<file path="src/rtl/mc_control_fsm.sv">
// Multicycle RV32I control unit: sequences fetch/decode/execute/memory/writeback
// and decodes per-cycle datapath strobes and mux selects from the current state.
module mc_control_fsm #(
    parameter bit HALT_ON_ILLEGAL = 1'b1
) (
    input  logic       clk,
    input  logic       reset,
    input  logic [6:0] op,
    input  logic [2:0] funct3,
    input  logic       funct7b5,
    input  logic       Zero,
    output logic [1:0] ImmSrc,
    output logic [1:0] ALUSrcA,
    output logic [1:0] ALUSrcB,
    output logic [1:0] ResultSrc,
    output logic       AdrSrc,
    output logic [2:0] ALUControl,
    output logic       IRWrite,
    output logic       PCWrite,
    output logic       RegWrite,
    output logic       MemWrite,
    output logic       Retire,
    output logic       Illegal,
    output logic [3:0] StateDbg
);

    typedef enum logic [3:0] {
        S_RST      = 4'd0,
        S_FETCH    = 4'd1,
        S_DECODE   = 4'd2,
        S_MEMADR   = 4'd3,
        S_MEMREAD  = 4'd4,
        S_MEMWB    = 4'd5,
        S_MEMWRITE = 4'd6,
        S_EXECR    = 4'd7,
        S_EXECI    = 4'd8,
        S_ALUWB    = 4'd9,
        S_JAL      = 4'd10,
        S_BRANCH   = 4'd11,
        S_ILLEGAL  = 4'd12
    } state_t;

    localparam logic [6:0] OP_LOAD   = 7'b0000011;
    localparam logic [6:0] OP_STORE  = 7'b0100011;
    localparam logic [6:0] OP_RTYPE  = 7'b0110011;
    localparam logic [6:0] OP_ITYPE  = 7'b0010011;
    localparam logic [6:0] OP_JAL    = 7'b1101111;
    localparam logic [6:0] OP_BRANCH = 7'b1100011;

    localparam logic [2:0] ALU_ADD = 3'b000;
    localparam logic [2:0] ALU_SUB = 3'b001;
    localparam logic [2:0] ALU_AND = 3'b010;
    localparam logic [2:0] ALU_OR  = 3'b011;
    localparam logic [2:0] ALU_SLT = 3'b101;

    // Where DECODE goes for an opcode this core does not implement.
    localparam state_t S_UNSUPPORTED = HALT_ON_ILLEGAL ? S_ILLEGAL : S_FETCH;

    state_t     state_reg;
    state_t     state_next;
    logic [1:0] imm_dec;
    logic [2:0] funct_alu;

    // funct7b5 only selects sub for register-register ops; addi is always add.
    function automatic logic [2:0] funct_decode(input logic op5, input logic [2:0] f3,
                                                input logic f7b5);
        case (f3)
            3'b000:  funct_decode = (op5 && f7b5) ? ALU_SUB : ALU_ADD;
            3'b010:  funct_decode = ALU_SLT;
            3'b110:  funct_decode = ALU_OR;
            3'b111:  funct_decode = ALU_AND;
            default: funct_decode = ALU_ADD;
        endcase
    endfunction

    always_ff @(posedge clk or posedge reset) begin
        if (reset) begin
            state_reg <= S_RST;
        end else begin
            state_reg <= state_next;
        end
    end

    always_comb begin
        state_next = S_RST;
        case (state_reg)
            S_RST:      state_next = S_FETCH;
            S_FETCH:    state_next = S_DECODE;
            S_DECODE: begin
                case (op)
                    OP_LOAD, OP_STORE: state_next = S_MEMADR;
                    OP_RTYPE:          state_next = S_EXECR;
                    OP_ITYPE:          state_next = S_EXECI;
                    OP_JAL:            state_next = S_JAL;
                    OP_BRANCH:         state_next = (funct3 == 3'b000 || funct3 == 3'b001)
                                                    ? S_BRANCH : S_UNSUPPORTED;
                    default:           state_next = S_UNSUPPORTED;
                endcase
            end
            S_MEMADR:   state_next = op[5] ? S_MEMWRITE : S_MEMREAD;
            S_MEMREAD:  state_next = S_MEMWB;
            S_MEMWB:    state_next = S_FETCH;
            S_MEMWRITE: state_next = S_FETCH;
            S_EXECR:    state_next = S_ALUWB;
            S_EXECI:    state_next = S_ALUWB;
            S_ALUWB:    state_next = S_FETCH;
            S_JAL:      state_next = S_ALUWB;
            S_BRANCH:   state_next = S_FETCH;
            S_ILLEGAL:  state_next = S_ILLEGAL;
            default:    state_next = S_RST;
        endcase
    end

    always_comb begin
        case (op)
            OP_STORE:  imm_dec = 2'b01;
            OP_BRANCH: imm_dec = 2'b10;
            OP_JAL:    imm_dec = 2'b11;
            default:   imm_dec = 2'b00;
        endcase
    end

    assign funct_alu = funct_decode(op[5], funct3, funct7b5);

    always_comb begin
        ImmSrc     = 2'b00;
        ALUSrcA    = 2'b00;
        ALUSrcB    = 2'b00;
        ResultSrc  = 2'b00;
        AdrSrc     = 1'b0;
        ALUControl = ALU_ADD;
        IRWrite    = 1'b0;
        PCWrite    = 1'b0;
        RegWrite   = 1'b0;
        MemWrite   = 1'b0;
        Retire     = 1'b0;
        Illegal    = 1'b0;
        // The immediate select follows the opcode everywhere except the two idle states.
        if (state_reg != S_RST && state_reg != S_ILLEGAL) begin
            ImmSrc = imm_dec;
        end
        case (state_reg)
            S_FETCH: begin
                IRWrite   = 1'b1;
                ALUSrcB   = 2'b10;
                ResultSrc = 2'b10;
                PCWrite   = 1'b1;
            end
            S_DECODE: begin
                ALUSrcA = 2'b01;
                ALUSrcB = 2'b01;
            end
            S_MEMADR: begin
                ALUSrcA = 2'b10;
                ALUSrcB = 2'b01;
            end
            S_MEMREAD: begin
                AdrSrc = 1'b1;
            end
            S_MEMWB: begin
                ResultSrc = 2'b01;
                RegWrite  = 1'b1;
                Retire    = 1'b1;
            end
            S_MEMWRITE: begin
                AdrSrc   = 1'b1;
                MemWrite = 1'b1;
                Retire   = 1'b1;
            end
            S_EXECR: begin
                ALUSrcA    = 2'b10;
                ALUControl = funct_alu;
            end
            S_EXECI: begin
                ALUSrcA    = 2'b10;
                ALUSrcB    = 2'b01;
                ALUControl = funct_alu;
            end
            S_ALUWB: begin
                RegWrite = 1'b1;
                Retire   = 1'b1;
            end
            S_JAL: begin
                ALUSrcA = 2'b01;
                ALUSrcB = 2'b10;
                PCWrite = 1'b1;
            end
            S_BRANCH: begin
                // funct3[0] distinguishes bne from beq, inverting the taken sense.
                ALUSrcA    = 2'b10;
                ALUControl = ALU_SUB;
                Retire     = 1'b1;
                PCWrite    = Zero ^ funct3[0];
            end
            S_ILLEGAL: begin
                Illegal = 1'b1;
            end
            default: begin
                Illegal = 1'b0;
            end
        endcase
    end

    assign StateDbg = state_reg;

endmodule
</file>
<file path="config.mk">
export PLATFORM = sky130hd
export DESIGN_NAME = mc_control_fsm
export DESIGN_NICKNAME = d
export VERILOG_FILES = /design/src/rtl/mc_control_fsm.sv
export SDC_FILE = /design/constraint.sdc
export NUM_CORES = 1
export LEC_CHECK = 0
export CORE_UTILIZATION = 35
export CTS_CLUSTER_SIZE = 14
export DETAILED_ROUTE_END_ITERATION = 10
export HOLD_SLACK_MARGIN = 0.05
export PLACE_DENSITY = 0.78
export SKIP_LAST_GASP = 1
export SYNTH_ARGS = -nofsm -noshare
export SYNTH_HDL_FRONTEND = slang
export SYNTH_SLANG_ARGS = --single-unit
</file>
<file path="constraint.sdc">
create_clock -name clk -period 2.3 [get_ports clk]
set_input_delay 0.69 -clock clk [delete_from_list [all_inputs] [get_ports clk]]
set_output_delay 0.69 -clock clk [all_outputs]
set_load 0.01 [all_outputs]
</file>
==> results.txt <==
status: complete, but fails checks
failing checks: negative setup slack
Finished Layout Cells: 172
Chip Height: 41.8 um
cell with the largest stage delay on the worst path: dlygate4sd2_1
count of vias placed by the detailed router: 1,084
Filler Cells Inserted: 48
length of the first detailed-routing pass in iterations: 4
design internal power: 723 uW
slew at the pin closest to its max-slew limit: 0.636 ns
net count after synthesis: 96
multi-input gate area in the final layout: 487 um^2
fraction of power consumed by sequential logic: 11.4%
share of final-layout standard cells stronger than drive strength 1: 47.1%
Hold-fix buffers, CTS: 0
R2R Path Start: StateDbg[0]
worst setup margin: -0.0943 ns
leading post-synthesis cells by instance count: 17 x nor2_1, 7 x nor3_1, 6 x nand2_1, 5 x inv_1, 5 x nand2b_1
Synth Area per Inst: 6.74 um^2
Sw Share: 45.7%
number of flops mapped to enable cells by yosys: 0
worst setup slack for register-to-register paths: 0.65 ns
Post-Syn Instances: 82
yosys synthesis warning count: 0
signed area change from the synthesized netlist to the final layout: 132%
number of rows created at floorplan: 13
Largest register FFs: 4
data arrival time at the worst-slack endpoint: 1.70 ns
share of synthesized registers carrying an async set or reset: 100%
Fin Hold WS: 0.678 ns
prevailing post-synth register cell: dfrtp_1
placed insts: 152
worst flop-to-flop path endpoint: StateDbg[1]
critical path, cell by cell: dlygate4sd2_1 -> nand2b_4 -> a31o_2 -> nor3_2 -> buf_2
final setup vio count: 6
critical path fanouts, max: 2
Total Routing Usage GR: 32.9%
clock insertion delay at the later pin of the skew report: 0.26 ns
area of the placeable core: 0.00138 mm^2
synthesized flop and latch total: 4
number of antenna violations at the first check in global routing: 0
library cell with the highest instance count after synthesis: nor2_1
clock sinks: 4
element type at the critical path end: output pin
worst vdd rail ir drop: 0.826 mV
count of final max-slew check failures: 0
Synth area leaders: dfrtp_1 18%, nor2_1 12%, nor3_1 6.3%, nand2b_1 5.7%, a31o_2 4.8%
Final Critical Period: 2.39 ns
Initial Utilization: 40.0%
Boundary Pins: 36
cell type with the highest aggregate area in the netlist: dfrtp_1
total detailed-routing wirelength: 3.38 mm
maximum buffer depth of the clock tree: 2
number of buffers inserted during clock tree synthesis: 3
FF/Latch Area: 103 um^2
final count of hold timing violations: 0
worst r2r path cells: 4
setup repair after global routing missed its margin: true
final clock period utilization by the worst path: 104%
pin count of the biggest net entering global routing: 11
worst setup skew after layout: 0.0161 ns
drc violations: 0
sum of negative setup slack: -0.201 ns
element type at the critical path start: input pin
leakage power figure: 0.678 nW
number of different library cells in the post-synthesis netlist: 33
worst hold path class: in -> async
Post-Place Setup Slack: -0.654 ns
Design Power: 1.33 mW
combinational share of power: 81.2%
Syn Std Cell Area: 553 um^2
global placer's final weighted congestion: 0.894
Starting DRT DRC Count: 83
Switch Pwr: 608 uW
worst path required time: 1.61 ns
power per cell area: 1040 mW/mm^2
share of power burned in the clock network: 7.5%
IO Port Bufs: 35
clock tree from TritonCTS: done
average wire per standard cell: 19.6 um
total gr overflow: 0
routed via count divided by cell count: 6.30
portion of the post-synthesis area used by sequential elements: 18.1%
max-cap violations: 0
longest individual stage delay on the worst path: 0.26 ns
startpoint-to-endpoint class of the critical path: in -> out
wire length of the first global-routing pass: 4.43 mm
clock root buffer master: clkbuf_4
f_max: 0.418 GHz
Antenna diodes: 0
Slew HR: 57.2%
via count of the first global-routing pass: 993
horizontal die dimension: 41.8 um
# nets final: 173
Post-DRT Antenna Nets: 0
register clock-pin slew on the reported worst setup and hold paths: 0.05 ns
fraction of post-synthesis cell area in the top cell type by area: 18.1%
full die area: 0.00174 mm^2
CTS H-tree depth: 1
estimated wirelength of the detail-placed design: 1.68 mm
-- final cells by class --
type                       instances  area share (%)
timing repair buffer              77            49.5
multi-input combinational         68            37.9
sequential                         4            7.98
clock buffer                       3            1.75
inverter                           5            1.46
tap                               15            1.46
-- power by group through the flow --
stage | clock network [mW] | logic, mW | registers (mW)
after CTS | 0.101 | 0.900 | 0.145
final | 0.0993 | 1.08 | 0.151
after floorplan | 0 | 0.388 | 0.141
after detailed placement | 0 | 0.842 | 0.147
after global routing | 0.101 | 1.12 | 0.154
after global placement | 0 | 0.820 | 0.146
-- cell families (layout without fill, tap and decap cells) --
family	count (synthesis)	count (layout)	synth area share, %
flip-flops	4	4	18.1
multiplexers	1	1	2.04
XOR/XNOR	2	2	3.17
AO/OA/AOI/OAI	24	24	32.4
buffers and inverters	10	85	7.92
AND/OR/NAND/NOR	41	41	36.4
-- worst max-delay path by stage --
stage,depth (start not counted),endpoint,slack (ns),start
after floorplan,3,ImmSrc[1],0.20,op[4]
after global placement,5,ImmSrc[1],-0.59,op[5]
after detailed placement,5,ImmSrc[1],-0.65,op[4]
after CTS,7,ALUControl[2],-0.13,StateDbg[2]
after global routing,5,ImmSrc[1],-0.09,op[4]
final,5,ImmSrc[1],-0.09,op[4]
-- critical path: cells and delay by family --
family | cells | cell delay, ns
buffers and inverters | 2 | 0.44
and+or+nand+nor | 2 | 0.35
AOI/OAI and AO/OA | 1 | 0.23
-- stage by stage --
step	area [um^2]	utilization (%)
global route	1280	92.9
floorplan	553	-
detailed placement	1080	78.5
finish	1280	92.9
global placement	1080	78.5
CTS	1210	87.2
-- layout by cell type (no fill, tap or decap), types with 3 or more instances in the layout --
cell type and n:
a31o_2 3, clkdlybuf4s50_1 6, inv_1 5, nand2b_4 3, clkbuf_4 3, nand2_1 6, nor3_1 4, dlymetal6s2s_1 3
buf_4 39, buf_2 6, o21ai_1 4, a21oi_1 3, nor2_2 3, nor2_1 14, dlygate4sd2_1 18, nor3_2 3
-- layer usage --
layer | up-vias | track usage (%) | share of wire (%)
met3 | 37 | 5.22 | 11
met5 | - | 0 | 0
met2 | 111 | 63.1 | 49
met1 | 488 | 33.3 | 32
met4 | 0 | 16.8 | 7.3
li1 | 448 | - | -
-- timing repair --
item	in CTS	in global routing
pin swaps	7	3
setup endpoints to repair	18	11
gates resized for setup	53	18
buffers inserted	11	7
No activity file was read; power rests on OpenSTA's default activity.
